## src/rtl/mem_pkg.sv

```systemverilog
// Shared constants for the distributed data memory controller: default widths,
// memory depth and FSM state encoding.
package mem_pkg;

    localparam int ADDR_W    = 10;
    localparam int DATA_W    = 16;
    localparam int LEN_W     = 4;
    localparam int MEM_DEPTH = 1024;

    localparam logic [1:0] ST_IDLE   = 2'd0;
    localparam logic [1:0] ST_WRITE  = 2'd1;
    localparam logic [1:0] ST_READ   = 2'd2;
    localparam logic [1:0] ST_VERIFY = 2'd3;

endpackage

```

## src/rtl/mem_access_ctrl.sv

```systemverilog
// Initiator-side controller for the 1024x16 distributed data memory: single-word
// writes and 1-16 word burst reads. Optional write read-back check: MEM_WRITE_VERIFY_EN.
module mem_access_ctrl #(
    parameter int ADDR_W = mem_pkg::ADDR_W,
    parameter int DATA_W = mem_pkg::DATA_W,
    parameter int LEN_W  = mem_pkg::LEN_W
) (
    input  logic              clk,
    input  logic              reset,
    input  logic              req_valid,
    output logic              req_ready,
    input  logic              req_we,
    input  logic [ADDR_W-1:0] req_addr,
    input  logic [DATA_W-1:0] req_wdata,
    input  logic [LEN_W-1:0]  req_len,
    output logic              rsp_valid,
    output logic [DATA_W-1:0] rsp_data,
    output logic              rsp_last,
    output logic              busy,
    output logic [ADDR_W-1:0] mem_a,
    output logic [DATA_W-1:0] mem_d,
    output logic              mem_we,
    input  logic [DATA_W-1:0] mem_spo,
    output logic [1:0]        dbg_state
`ifdef MEM_WRITE_VERIFY_EN
    ,
    output logic              verify_err
`endif
);

    import mem_pkg::*;

    logic [1:0]        state;
    logic [ADDR_W-1:0] addr_q;
    logic [DATA_W-1:0] wdata_q;
    logic [LEN_W-1:0]  cnt_q;

    // Handshake: a request transfers on a rising edge where req_valid && req_ready.
    // Ready is high only in IDLE (and never during reset); the requester holds its
    // request until it transfers. Responses have no backpressure.
    assign req_ready = (state == ST_IDLE) && !reset;
    assign busy      = (state != ST_IDLE);
    assign mem_a     = addr_q;
    assign mem_d     = wdata_q;
    assign mem_we    = (state == ST_WRITE);
    assign dbg_state = state;

    always_ff @(posedge clk or posedge reset) begin
        if (reset) begin
            state     <= ST_IDLE;
            addr_q    <= '0;
            wdata_q   <= '0;
            cnt_q     <= '0;
            rsp_valid <= 1'b0;
            rsp_last  <= 1'b0;
            rsp_data  <= '0;
`ifdef MEM_WRITE_VERIFY_EN
            verify_err <= 1'b0;
`endif
        end else begin
            rsp_valid <= 1'b0;
            rsp_last  <= 1'b0;
            case (state)
                ST_IDLE: begin
                    if (req_valid && req_ready) begin
                        addr_q  <= req_addr;
                        wdata_q <= req_wdata;
                        cnt_q   <= req_len;
                        state   <= req_we ? ST_WRITE : ST_READ;
                    end
                end
                ST_WRITE: begin
`ifdef MEM_WRITE_VERIFY_EN
                    state <= ST_VERIFY;
`else
                    rsp_valid <= 1'b1;
                    rsp_last  <= 1'b1;
                    rsp_data  <= wdata_q;
                    state     <= ST_IDLE;
`endif
                end
`ifdef MEM_WRITE_VERIFY_EN
                ST_VERIFY: begin
                    // The ack carries what the memory actually returned.
                    rsp_valid <= 1'b1;
                    rsp_last  <= 1'b1;
                    rsp_data  <= mem_spo;
                    if (mem_spo != wdata_q) begin
                        verify_err <= 1'b1;
                    end
                    state <= ST_IDLE;
                end
`endif
                ST_READ: begin
                    rsp_valid <= 1'b1;
                    rsp_data  <= mem_spo;
                    rsp_last  <= (cnt_q == '0);
                    addr_q    <= addr_q + 1'b1;
                    cnt_q     <= cnt_q - 1'b1;
                    if (cnt_q == '0) begin
                        state <= ST_IDLE;
                    end
                end
                default: state <= ST_IDLE;
            endcase
        end
    end

endmodule

```

## config.mk

```make
export PLATFORM = sky130hd
export DESIGN_NAME = mem_access_ctrl
export DESIGN_NICKNAME = d
export VERILOG_FILES = /design/src/rtl/mem_pkg.sv /design/src/rtl/mem_access_ctrl.sv
export SDC_FILE = /design/constraint.sdc
export NUM_CORES = 1
export LEC_CHECK = 0
export CORE_MARGIN = 5
export CORE_UTILIZATION = 39
export DETAILED_ROUTE_END_ITERATION = 12
export PLACE_DENSITY = 0.85
export SETUP_SLACK_MARGIN = 0.2
export SYNTH_ARGS = -nofsm -noshare
export SYNTH_HDL_FRONTEND = slang
export SYNTH_SLANG_ARGS = --single-unit
```

## constraint.sdc

```tcl
create_clock -name clk -period 1.7 [get_ports clk]
set_input_delay 0.255 -clock clk [delete_from_list [all_inputs] [get_ports clk]]
set_output_delay 0.255 -clock clk [all_outputs]
set_load 0.02 [all_outputs]
```

==> flow_metrics.tcl <==
set metrics [dict create \
    min_to "cnt_q[0]$_DFFE_PP0P_" \
    finalWorstSetupSlack_ps 142 \
    postRouteAntennaNets 0 \
    synth_edf_count 0 \
    synthTopCellsByArea "dfrtp_1, mux2i_1, mux2_2, a21oi_1, nor2_1" \
    start_util_pct 39.5 \
    finalClockSkew_ps 4.37 \
    vdd_ir_drop_max_uv 1510 \
    drc 0 \
    drive_gt1_share_pct 22.4 \
    path_common_cell "buf_12" \
    synth_seq_cells 50 \
    yosysWarnings 0 \
    synthFlopType "dfrtp_1" \
    die_w_um 89.5 \
    clock_path_buffers 2 \
    dieArea_um2 8010 \
    antenna_cells 0 \
    cts_tree "built" \
    cts_inserted_buffers 5 \
    yosysMostFrequentCell "dfrtp_1" \
    cp_num_buf_inv 4 \
    hold_violations 0 \
    cts_hold_buf 0 \
    post-route-period-util_pct 91.6 \
    die_y_um 89.5 \
    grt_pass1_vias 2361 \
    setup_viol_count_final 0 \
    worstMarginPinSlew_ps 326 \
    outcome "complete, no violations" \
    wire_per_inst_um 16.4 \
    power.density_nw_per_um2 2020 \
    ff2ff_path_depth 7 \
    ctsHtreeMaxLevel 2 \
    hold-path-cell-count 1 \
    cts_sinks 50 \
    wirelength_um 6890 \
    dp_slack_ps -35.0 \
    crit_cells 7 \
    p_leak_nw 1.69 \
    drt_first_iter_violations 50 \
    core_um2 6240 \
    n_fill_cell 537 \
    drv_cap 0 \
    reg2reg_to "mem_d[1]$_DFFE_PP0P_" \
    grt_max_degree 51 \
    firstDrtPassIters 4 \
    hold_slack_ps 524 \
    syn_avg_cell_area_um2 10.7 \
    rsz0062_at_grt "true" \
    hp-start "cnt_q[0]$_DFFE_PP0P_" \
    synth_area_um2 2460 \
    rrSetupSlack_ps 140 \
    slew_viol_final 0 \
    cts_root_buf "clkbuf_8" \
    final_cell_area_um2 3890 \
    synth.distinct_cells 37 \
    startpoint_type "flip-flop" \
    max_freq_mhz 642 \
    fin_nets 398 \
    cp-startpoint "dbg_state[0]$_DFFE_PP0P_" \
    syn_nets 285 \
    syn-instance-count 230 \
    place_hpwl_um 5180 \
    syn2layout_area_growth_pct 58.0 \
    clkTransAtPathRegs_ps 90 \
    crit_arrival_ps 1740 \
    routed_via_density 5.28 \
    yosysSeqAreaShare_pct 50.8 \
    placed_area_um2 3700 \
    crit_required_ps 1880 \
    hold_path.class "reg2reg" \
    grt_pass1_wl_um 11000 \
    r2r-start "dbg_state[0]$_DFFE_PP0P_" \
    fin_util_pct 62.4 \
    clkLatencyLatePin_ps 290 \
    cp_top_family "buffers and inverters" \
    crit_path_top_delay_cell "dfrtp_2" \
    max_slew_margin_pct 78.3 \
    path_class "reg2reg" \
    port-buffer-count 98 \
    pin_count 99 \
    critical_path.max_stage_delay_ps 440 \
    rows 29 \
    antenna_found_initial 0 \
    synth_common_cells "dfrtp_1, a21oi_1, nor2_1" \
    synth_top_area_share_pct 50.8 \
    grt_use_total_pct 18.0 \
    async_flop_share_pct 100 \
    gp_congestion 0.883 \
    crit_fanout 10 \
    vias 2224 \
    path_cells "inv_4 -> ha_4 -> buf_4 -> nand3b_4 -> buf_12 -> buf_12 -> mux2_2" \
    post-route-min-period_ps 1560 \
    overflow 0 \
    crit_path_end_kind "flip-flop" \
    yosys.area.top_type "dfrtp_1" \
]
## power by group
part	internal (mW)	switching, mW	total [mW]	leakage, nW
sequential	1.82	0.467	2.28	0.573
clock	0.329	0.377	0.707	0.0482
combinational	2.24	2.65	4.89	1.07
## cell usage in the layout (no fill, tap or decap), types with 2 or more instances in the layout
cell type and instances:
nand2b_1 2, o22ai_1 9, and3_1 2, o22a_1 6
dlymetal6s2s_1 2, o211ai_1 5, clkbuf_8 6, buf_4 12
ha_1 2, buf_12 6, dlygate4sd2_1 44, buf_6 7
o21ai_0 6, ha_4 3, a21oi_1 28, inv_2 2
o2bb2ai_1 2, mux2i_1 20, nand2_1 3, nor2_1 20
mux2_2 16, a21o_1 2, dfrtp_1 43, nor3_1 2
nand3_1 5, inv_1 6, dfrtp_2 7, clkdlybuf4s50_1 49
## kinds of logic (layout without fill, tap and decap cells)
family | after synthesis | in the layout | synth area share [%]
AOI/OAI and AO/OA | 70 | 70 | 17.8
muxes | 37 | 37 | 15.8
and+or+nand+nor | 44 | 44 | 8.98
DFF | 50 | 50 | 50.8
adders and majority gates | 5 | 5 | 2.54
buffers and inverters | 24 | 138 | 4.06
## registers in the layout (all words and copies together), names as in the netlist
register   flops
rsp_valid      1
rsp_data      16
mem_a         10
cnt_q          4
dbg_state      2
mem_d         16
rsp_last       1
## cell type report
| type | count | area (µm²) | share of cell area, % |
|---|---|---|---|
| tap | 77 | 96.3 | 2.47 |
| timing repair buffer | 120 | 1190 | 30.6 |
| sequential | 50 | 1260 | 32.4 |
| inverter | 10 | 43.8 | 1.12 |
| clock buffer | 7 | 86.3 | 2.22 |
| multi-input combinational | 156 | 1210 | 31.1 |
| clock inverter | 1 | 5.00 | 0.129 |
## metrics by stage
stage | TNS, ps | cells | power [mW]
after floorplan | 0 | 230 | 5.19
after global placement | 0 | 409 | 7.06
after detailed placement | -35.0 | 409 | 7.24
after CTS | 0 | 419 | 7.77
after global routing | 0 | 421 | 8.52
final | 0 | 421 | 7.88
## worst max path at each step
stage / to / slack, ps
after floorplan: mem_a[8]$_DFFE_PP0P_ / 160
after global placement: req_ready / 10
after detailed placement: mem_a[8]$_DFFE_PP0P_ / -40
after CTS: req_ready / 100
after global routing: mem_a[7]$_DFFE_PP0P_ / 90
final: mem_d[1]$_DFFE_PP0P_ / 140
## worst reg2reg max path, cell delays in order, from the launching register on
cell and delay [ps]:
dfrtp_2 440, inv_4 80, ha_4 150, buf_4 120, nand3b_4 110, buf_12 170, buf_12 130, mux2_2 260
## per-layer routing
layer | GRT usage, % | share of wire (%) | up-vias
li1 | - | - | 1064
met1 | 20.9 | 39 | 1075
met2 | 31.3 | 51 | 77
met3 | 5.99 | 8.4 | 8
met4 | 5.55 | 1.1 | 0
met5 | 0 | 0 | -
## what timing repair did
| item | CTS | global route |
|---|---|---|
| buffers inserted | 2 | 2 |
| cloned | 0 | 0 |
| pin swaps | 3 | 4 |
| resized for setup | 67 | 21 |
| endpoints found under the setup margin | 61 | 26 |
Note: power is estimated with default switching activity, not from simulation.
